[config.mk]
export PLATFORM = sky130hd
export DESIGN_NAME = song_sequencer_flat
export DESIGN_NICKNAME = d
export VERILOG_FILES = /design/src/rtl/song_sequencer_pkg.sv /design/src/rtl/song_sequencer_if.sv /design/src/rtl/song_sequencer_rom.sv /design/src/rtl/song_sequencer.sv /design/src/flat_wrapper.sv
export SDC_FILE = /design/constraint.sdc
export NUM_CORES = 1
export LEC_CHECK = 0
export BUFFER_PORTS_ARGS = -buffer_cell sky130_fd_sc_hd__buf_2
export CORE_UTILIZATION = 40
export DETAILED_ROUTE_END_ITERATION = 16
export SYNTH_ARGS = -nofsm -noshare
export SYNTH_HDL_FRONTEND = slang
export SYNTH_SLANG_ARGS = --single-unit
[constraint.sdc]
create_clock -name clk -period 3.16 [get_ports clk]
set_input_delay 0.316 -clock clk [delete_from_list [all_inputs] [get_ports clk]]
set_output_delay 0.316 -clock clk [all_outputs]
set_load 0.02 [all_outputs]
[src/rtl/song_sequencer_pkg.sv]
// Shared types and constants for the light-stick song sequencer and its pattern ROM.
package light_stick_pkg;

  typedef enum logic [1:0] {
    IDLE  = 2'd0,
    FETCH = 2'd1,
    PLAY  = 2'd2,
    DONE  = 2'd3
  } state_t;

  localparam logic [3:0] SONG_MIN = 4'd1;
  localparam logic [3:0] SONG_MAX = 4'd9;

  typedef struct packed {
    logic       last;
    logic [3:0] dur;
    logic [7:0] pattern;
  } rom_word_t;

  // A zero duration field stands for the longest step, 16 beats.
  function automatic logic [4:0] dur_ticks(input logic [3:0] dur);
    return (dur == 4'd0) ? 5'd16 : {1'b0, dur};
  endfunction

endpackage

[src/rtl/song_sequencer_if.sv]
// Selector-side inputs and light-stick outputs of the song sequencer.
interface song_sequencer_if;
  logic       tick;
  logic       restart;
  logic [3:0] song_no;
  logic [7:0] led;
  logic [3:0] step;
  logic       playing;
  logic       song_done;

  modport master (
    output tick, restart, song_no,
    input  led, step, playing, song_done
  );

  modport slave (
    input  tick, restart, song_no,
    output led, step, playing, song_done
  );
endinterface

[src/rtl/song_sequencer_rom.sv]
// Fixed per-song pattern table, address {song, step}, one-cycle registered read.
module song_rom
  import light_stick_pkg::*;
(
  input  logic       clk,
  input  logic [3:0] song,
  input  logic [3:0] step,
  output rom_word_t  data
);

  function automatic rom_word_t rom_init(input logic [7:0] addr);
    logic [3:0] s;
    logic [3:0] t;
    rom_word_t  w;
    s = addr[7:4];
    t = addr[3:0];
    w = '0;
    if (s == 4'd1 && t < 4'd4) begin
      w.pattern = 8'h01 << t;
      w.dur     = 4'd2;
      w.last    = (t == 4'd3);
    end else if (s == 4'd2 && t < 4'd4) begin
      case (t)
        4'd0:    w.pattern = 8'h81;
        4'd1:    w.pattern = 8'h42;
        4'd2:    w.pattern = 8'h24;
        default: w.pattern = 8'h18;
      endcase
      w.dur  = 4'd1;
      w.last = (t == 4'd3);
    end else if (s >= 4'd3 && s <= SONG_MAX && t < 4'd2) begin
      // Remaining songs: two-step nibble chase, beat count equal to the song number.
      w.pattern = (t == 4'd0) ? {s, 4'h0} : {4'h0, s};
      w.dur     = s;
      w.last    = (t == 4'd1);
    end
    return w;
  endfunction

  rom_word_t rom_table [256];

  for (genvar gi = 0; gi < 256; gi++) begin : g_rom
    assign rom_table[gi] = rom_init(8'(gi));
  end

  always_ff @(posedge clk) begin
    data <= rom_table[{song, step}];
  end

endmodule

[src/rtl/song_sequencer.sv]
// Steps through the selected song's ROM patterns on beat ticks and drives the LEDs.
module song_sequencer
  import light_stick_pkg::*;
#(
  parameter int NUM_SONGS = 9,
  parameter int STEPS     = 16,
  parameter bit LOOP      = 1'b0
) (
  input  logic              clk,
  input  logic              rst,
  song_sequencer_if.slave   bus
);

  logic       restart_meta_reg;
  logic       restart_s_reg;
  logic [3:0] song_q1_reg;
  logic [3:0] song_q2_reg;
  logic [3:0] song_s_reg;

  state_t     state_reg;
  logic [3:0] cur_song_reg;
  logic [3:0] step_reg;
  logic [4:0] dur_cnt_reg;
  logic       last_reg;
  logic [7:0] led_reg;
  logic       playing_reg;
  logic       song_done_reg;

  logic       song_valid;
  logic       hold;
  logic       song_change;
  logic       advance;
  logic [3:0] rom_song;
  logic [3:0] rom_step;
  rom_word_t  rom_q;

  // The second song stage only propagates once both stages agree, filtering glitches.
  always_ff @(posedge clk) begin
    if (rst) begin
      restart_meta_reg <= 1'b1;
      restart_s_reg    <= 1'b1;
      song_q1_reg      <= 4'd0;
      song_q2_reg      <= 4'd0;
      song_s_reg       <= 4'd0;
    end else begin
      restart_meta_reg <= bus.restart;
      restart_s_reg    <= restart_meta_reg;
      song_q1_reg      <= bus.song_no;
      song_q2_reg      <= song_q1_reg;
      if (song_q1_reg == song_q2_reg) begin
        song_s_reg <= song_q2_reg;
      end
    end
  end

  assign song_valid  = (song_s_reg >= SONG_MIN) && (song_s_reg <= 4'(NUM_SONGS));
  assign hold        = restart_s_reg || !song_valid;
  assign song_change = (state_reg != IDLE) && (song_s_reg != cur_song_reg);
  assign advance     = (state_reg == PLAY) && bus.tick && (dur_cnt_reg == 5'd1);

  // ROM address is the step about to be fetched so its word is ready during FETCH.
  always_comb begin
    rom_song = cur_song_reg;
    rom_step = step_reg;
    if (state_reg == IDLE || song_change) begin
      rom_song = song_s_reg;
      rom_step = 4'd0;
    end else if (advance) begin
      rom_step = last_reg ? 4'd0 : step_reg + 4'd1;
    end
  end

  song_rom u_rom (
    .clk  (clk),
    .song (rom_song),
    .step (rom_step),
    .data (rom_q)
  );

  always_ff @(posedge clk) begin
    if (rst) begin
      state_reg     <= IDLE;
      cur_song_reg  <= 4'd1;
      step_reg      <= 4'd0;
      dur_cnt_reg   <= 5'd0;
      last_reg      <= 1'b0;
      led_reg       <= 8'd0;
      playing_reg   <= 1'b0;
      song_done_reg <= 1'b0;
    end else begin
      song_done_reg <= 1'b0;
      if (hold) begin
        state_reg   <= IDLE;
        step_reg    <= 4'd0;
        led_reg     <= 8'd0;
        playing_reg <= 1'b0;
      end else if (state_reg == IDLE || song_change) begin
        state_reg    <= FETCH;
        cur_song_reg <= song_s_reg;
        step_reg     <= 4'd0;
        led_reg      <= 8'd0;
        playing_reg  <= 1'b1;
      end else begin
        case (state_reg)
          FETCH: begin
            state_reg   <= PLAY;
            led_reg     <= rom_q.pattern;
            dur_cnt_reg <= dur_ticks(rom_q.dur);
            last_reg    <= rom_q.last || (step_reg == 4'(STEPS - 1));
          end
          PLAY: begin
            if (advance) begin
              led_reg <= 8'd0;
              if (!last_reg) begin
                step_reg  <= step_reg + 4'd1;
                state_reg <= FETCH;
              end else if (LOOP) begin
                step_reg  <= 4'd0;
                state_reg <= FETCH;
              end else begin
                state_reg     <= DONE;
                playing_reg   <= 1'b0;
                song_done_reg <= 1'b1;
              end
            end else if (bus.tick) begin
              dur_cnt_reg <= dur_cnt_reg - 5'd1;
            end
          end
          default: begin
          end
        endcase
      end
    end
  end

  assign bus.led       = led_reg;
  assign bus.step      = step_reg;
  assign bus.playing   = playing_reg;
  assign bus.song_done = song_done_reg;

endmodule

[src/flat_wrapper.sv]
// flat-port wrapper written by rule: the top's interface ports become plain ports
module song_sequencer_flat import light_stick_pkg::*;
#(
  parameter int NUM_SONGS = 9,
  parameter int STEPS     = 16,
  parameter bit LOOP      = 1'b0
)
  (clk, rst, bus_tick, bus_restart, bus_song_no, bus_led, bus_step, bus_playing, bus_song_done);
  song_sequencer_if bus_i ();
  input  logic clk;
  input  logic rst;
  input wire logic [$bits(bus_i.tick)-1:0] bus_tick;
  input wire logic [$bits(bus_i.restart)-1:0] bus_restart;
  input wire logic [$bits(bus_i.song_no)-1:0] bus_song_no;
  output wire logic [$bits(bus_i.led)-1:0] bus_led;
  output wire logic [$bits(bus_i.step)-1:0] bus_step;
  output wire logic [$bits(bus_i.playing)-1:0] bus_playing;
  output wire logic [$bits(bus_i.song_done)-1:0] bus_song_done;
  assign bus_i.tick = bus_tick;
  assign bus_i.restart = bus_restart;
  assign bus_i.song_no = bus_song_no;
  assign bus_led = bus_i.led;
  assign bus_step = bus_i.step;
  assign bus_playing = bus_i.playing;
  assign bus_song_done = bus_i.song_done;
  song_sequencer #(.NUM_SONGS(NUM_SONGS), .STEPS(STEPS), .LOOP(LOOP)) u_core (.clk(clk), .rst(rst), .bus(bus_i));
endmodule
==> impl_metrics.env <==
export IMPL_routed_wl_um=4890
export IMPL_worstSetupEndpointType="register"
export IMPL_fin_util_pct=46.3
export IMPL_crit_path_start_kind="register"
export IMPL_io_buffer_count=21
export IMPL_pre_cts_slack_ps=726
export IMPL_p_per_area_mw_per_mm2=445
export IMPL_async_flop_share_pct=0
export IMPL_rows=28
export IMPL_initial_utilization_pct=41.7
export IMPL_leakage_uw=0.00102
export IMPL_ys_flop_type="dfxtp_1"
export IMPL_die_x_um=80.5
export IMPL_syn_inst=275
export IMPL_htreeDepth=2
export IMPL_insertedDiodeCount=0
export IMPL_clk_pin_slew_ps=100
export IMPL_layout_drive_gt1_share_pct=17.1
export IMPL_vdd_ir_drop_max_mv=0.283
export IMPL_io_pin_count=22
export IMPL_p_total_uw=1220
export IMPL_status="finished, final reports clean"
export IMPL_grt_start_max_net_pins=28
export IMPL_viasPerCell=5.18
export IMPL_relSlewSlack_pct=57.3
export IMPL_hold_viol=0
export IMPL_drt_iter0_drc=86
export IMPL_cts_resized_gates=0
export IMPL_cts_hold_buf=0
export IMPL_insertion_delay_ps=310
export IMPL_hpwl_um=3380
export IMPL_timing_final_crit_share_pct=76.9
export IMPL_gp_congestion=0.866
export IMPL_num_vias=1905
export IMPL_clk_path_buf_depth=2
export IMPL_syn2layout_area_growth_pct=11.1
export IMPL_synth_nets=289
export IMPL_finClkSkew_ps=5.69
export IMPL_gr_total_overflow=0
export IMPL_cts_tree="done"
export IMPL_clockRootBuffer="clkbuf_8"
export IMPL_finalCriticalPeriod_ps=2430
export IMPL_post_cts_setup_buffer_count=0
export IMPL_maxCapViolations=0
export IMPL_avgSynthCellArea_um2=8.97
export IMPL_antenna_found_initial=0
export IMPL_synth_edf_count=0
export IMPL_clock_sinks=53
export IMPL_nNetsFinal=306
export IMPL_coreArea_mm2=0.00592
export IMPL_yosys_warnings=0
export IMPL_grt_total_usage_pct=16.7
export IMPL_fill_cells=588
export IMPL_layout_common_cells="53 x dfxtp_1, 33 x nor2_1, 23 x a21oi_1"
export IMPL_first_pass_iters=4
export IMPL_largest_reg_flops=13
export IMPL_final_antenna_net_count=0
export IMPL_synth_seq_cells=53
export IMPL_wl_per_cell_um=13.3
export IMPL_fp_dieH_um=80.5
export IMPL_final_common_cell="dfxtp_1"
export IMPL_setup_tns_ps=0
export IMPL_critical_path_peak_fanout=6
export IMPL_grt_pass1_vias=1761
export IMPL_fin_ws_ps=731
export IMPL_tightest_slew_ps=639
export IMPL_crit_type="register to register"
export IMPL_grt_first_pass_wirelength_um=8200
export IMPL_hp_class="primary input to register"
export IMPL_drc=0
export IMPL_fmax_ghz=0.412
export IMPL_setup_viol=0
export IMPL_synth_cell_types=55
export IMPL_yosysSeqAreaShare_pct=43.0
export IMPL_rsz0062_at_grt="false"
export IMPL_worstPathArrival_ps=2620
export IMPL_cts_made_buffers=5
export IMPL_dieArea_mm2=0.00648
export IMPL_slew_viol_final=0
export IMPL_syn_cell_area_mm2=0.00247
export IMPL_required_ps=3350
## worst paths after layout
path / from / to / slack (ps) / cells after the start
worst max-delay path: u_core.state_reg[0]$_SDFFE_PP0P_ / u_core.u_rom.data[7]$_DFF_P_ / 730 / 8
worst min-delay path: bus_restart / u_core.restart_meta_reg$_SDFF_PP1_ / 190 / 2
worst max register to register: u_core.state_reg[0]$_SDFFE_PP0P_ / u_core.u_rom.data[7]$_DFF_P_ / 730 / 8
worst min register to register: u_core.restart_meta_reg$_SDFF_PP1_ / u_core.restart_s_reg$_SDFF_PP1_ / 410 / 1
## per-layer routing
metal | vias to the layer above | global-route usage (%) | part of all wire [%]
li1 | 990 | - | -
met1 | 873 | 21.4 | 50
met2 | 38 | 26.9 | 46
met3 | 4 | 5.11 | 3.3
met4 | 0 | 4.64 | 0.80
met5 | - | 0 | 0
## layout make-up
type / count / area (um2) / share of cell area (%)
Multi-Input combinational cell: 195 / 1280 / 46.6
Sequential cell: 53 / 1060 / 38.7
Timing Repair Buffer: 27 / 150 / 5.48
Tap cell: 75 / 93.8 / 3.42
Clock buffer: 6 / 82.6 / 3.01
Clock inverter: 2 / 37.5 / 1.37
Inverter: 10 / 37.5 / 1.37
## stage by stage
stage | hold WS [ps] | std cells | instance area, um2
after floorplan | 388 | 275 | 2470
after global placement | 392 | 360 | 2620
after detailed placement | 397 | 360 | 2620
after CTS | 173 | 368 | 2740
after global routing | 168 | 368 | 2740
final | 185 | 368 | 2740
## cells by family (layout without fill, tap and decap cells)
family,after synthesis,after routing,share of synthesized area [%]
simple gates,117,117,26.9
mux,12,12,5.12
fa+ha+maj,6,6,3.04
buf+inv,27,45,5.17
compound gates,50,50,13.2
flops,53,53,43.0
xor+xnor,10,10,3.55
## power breakdown
| group | switching, uW | internal (uW) | total, uW |
|---|---|---|---|
| Clock | 223 | 258 | 481 |
| Combinational | 25.7 | 24.5 | 50.2 |
| Sequential | 8.65 | 678 | 687 |
| Total | 257 | 961 | 1220 |
## cell usage after synthesis (2+ instances only)
| cell | instances | area, um2 |
|---|---|---|
| o32a_1 | 2 | 20.0 |
| xnor2_1 | 7 | 61.3 |
| buf_4 | 2 | 15.0 |
| nand3_1 | 3 | 15.0 |
| a21oi_1 | 23 | 115 |
| nor4_1 | 5 | 31.3 |
| nor2_1 | 33 | 124 |
| inv_1 | 8 | 30.0 |
| a211o_1 | 2 | 17.5 |
| a21o_1 | 2 | 15.0 |
| ha_1 | 6 | 75.1 |
| o21ai_0 | 4 | 20.0 |
| xor2_1 | 3 | 26.3 |
| nor3b_1 | 9 | 67.6 |
| nand3b_1 | 3 | 22.5 |
| o21a_1 | 4 | 30.0 |
| or2_2 | 3 | 18.8 |
| mux2i_1 | 10 | 100 |
| nand2_1 | 14 | 52.6 |
| clkbuf_1 | 9 | 33.8 |
| buf_2 | 3 | 15.0 |
| nor3_1 | 10 | 50.1 |
| dfxtp_1 | 53 | 1060 |
| buf_6 | 2 | 22.5 |
| a31oi_1 | 3 | 18.8 |
| or4_1 | 4 | 30.0 |
| nor2b_1 | 13 | 81.3 |
| nand4_1 | 3 | 18.8 |
| nand2b_1 | 6 | 37.5 |
## worst max-delay path: stages (launching register included)
cell,delay (ps)
dfxtp_1,320
inv_1,110
ha_1,230
nand4b_4,140
or2_1,350
a21oi_1,400
nand2b_1,160
and2_1,240
nor4_1,350
Note: power is estimated with default switching activity, not from simulation.
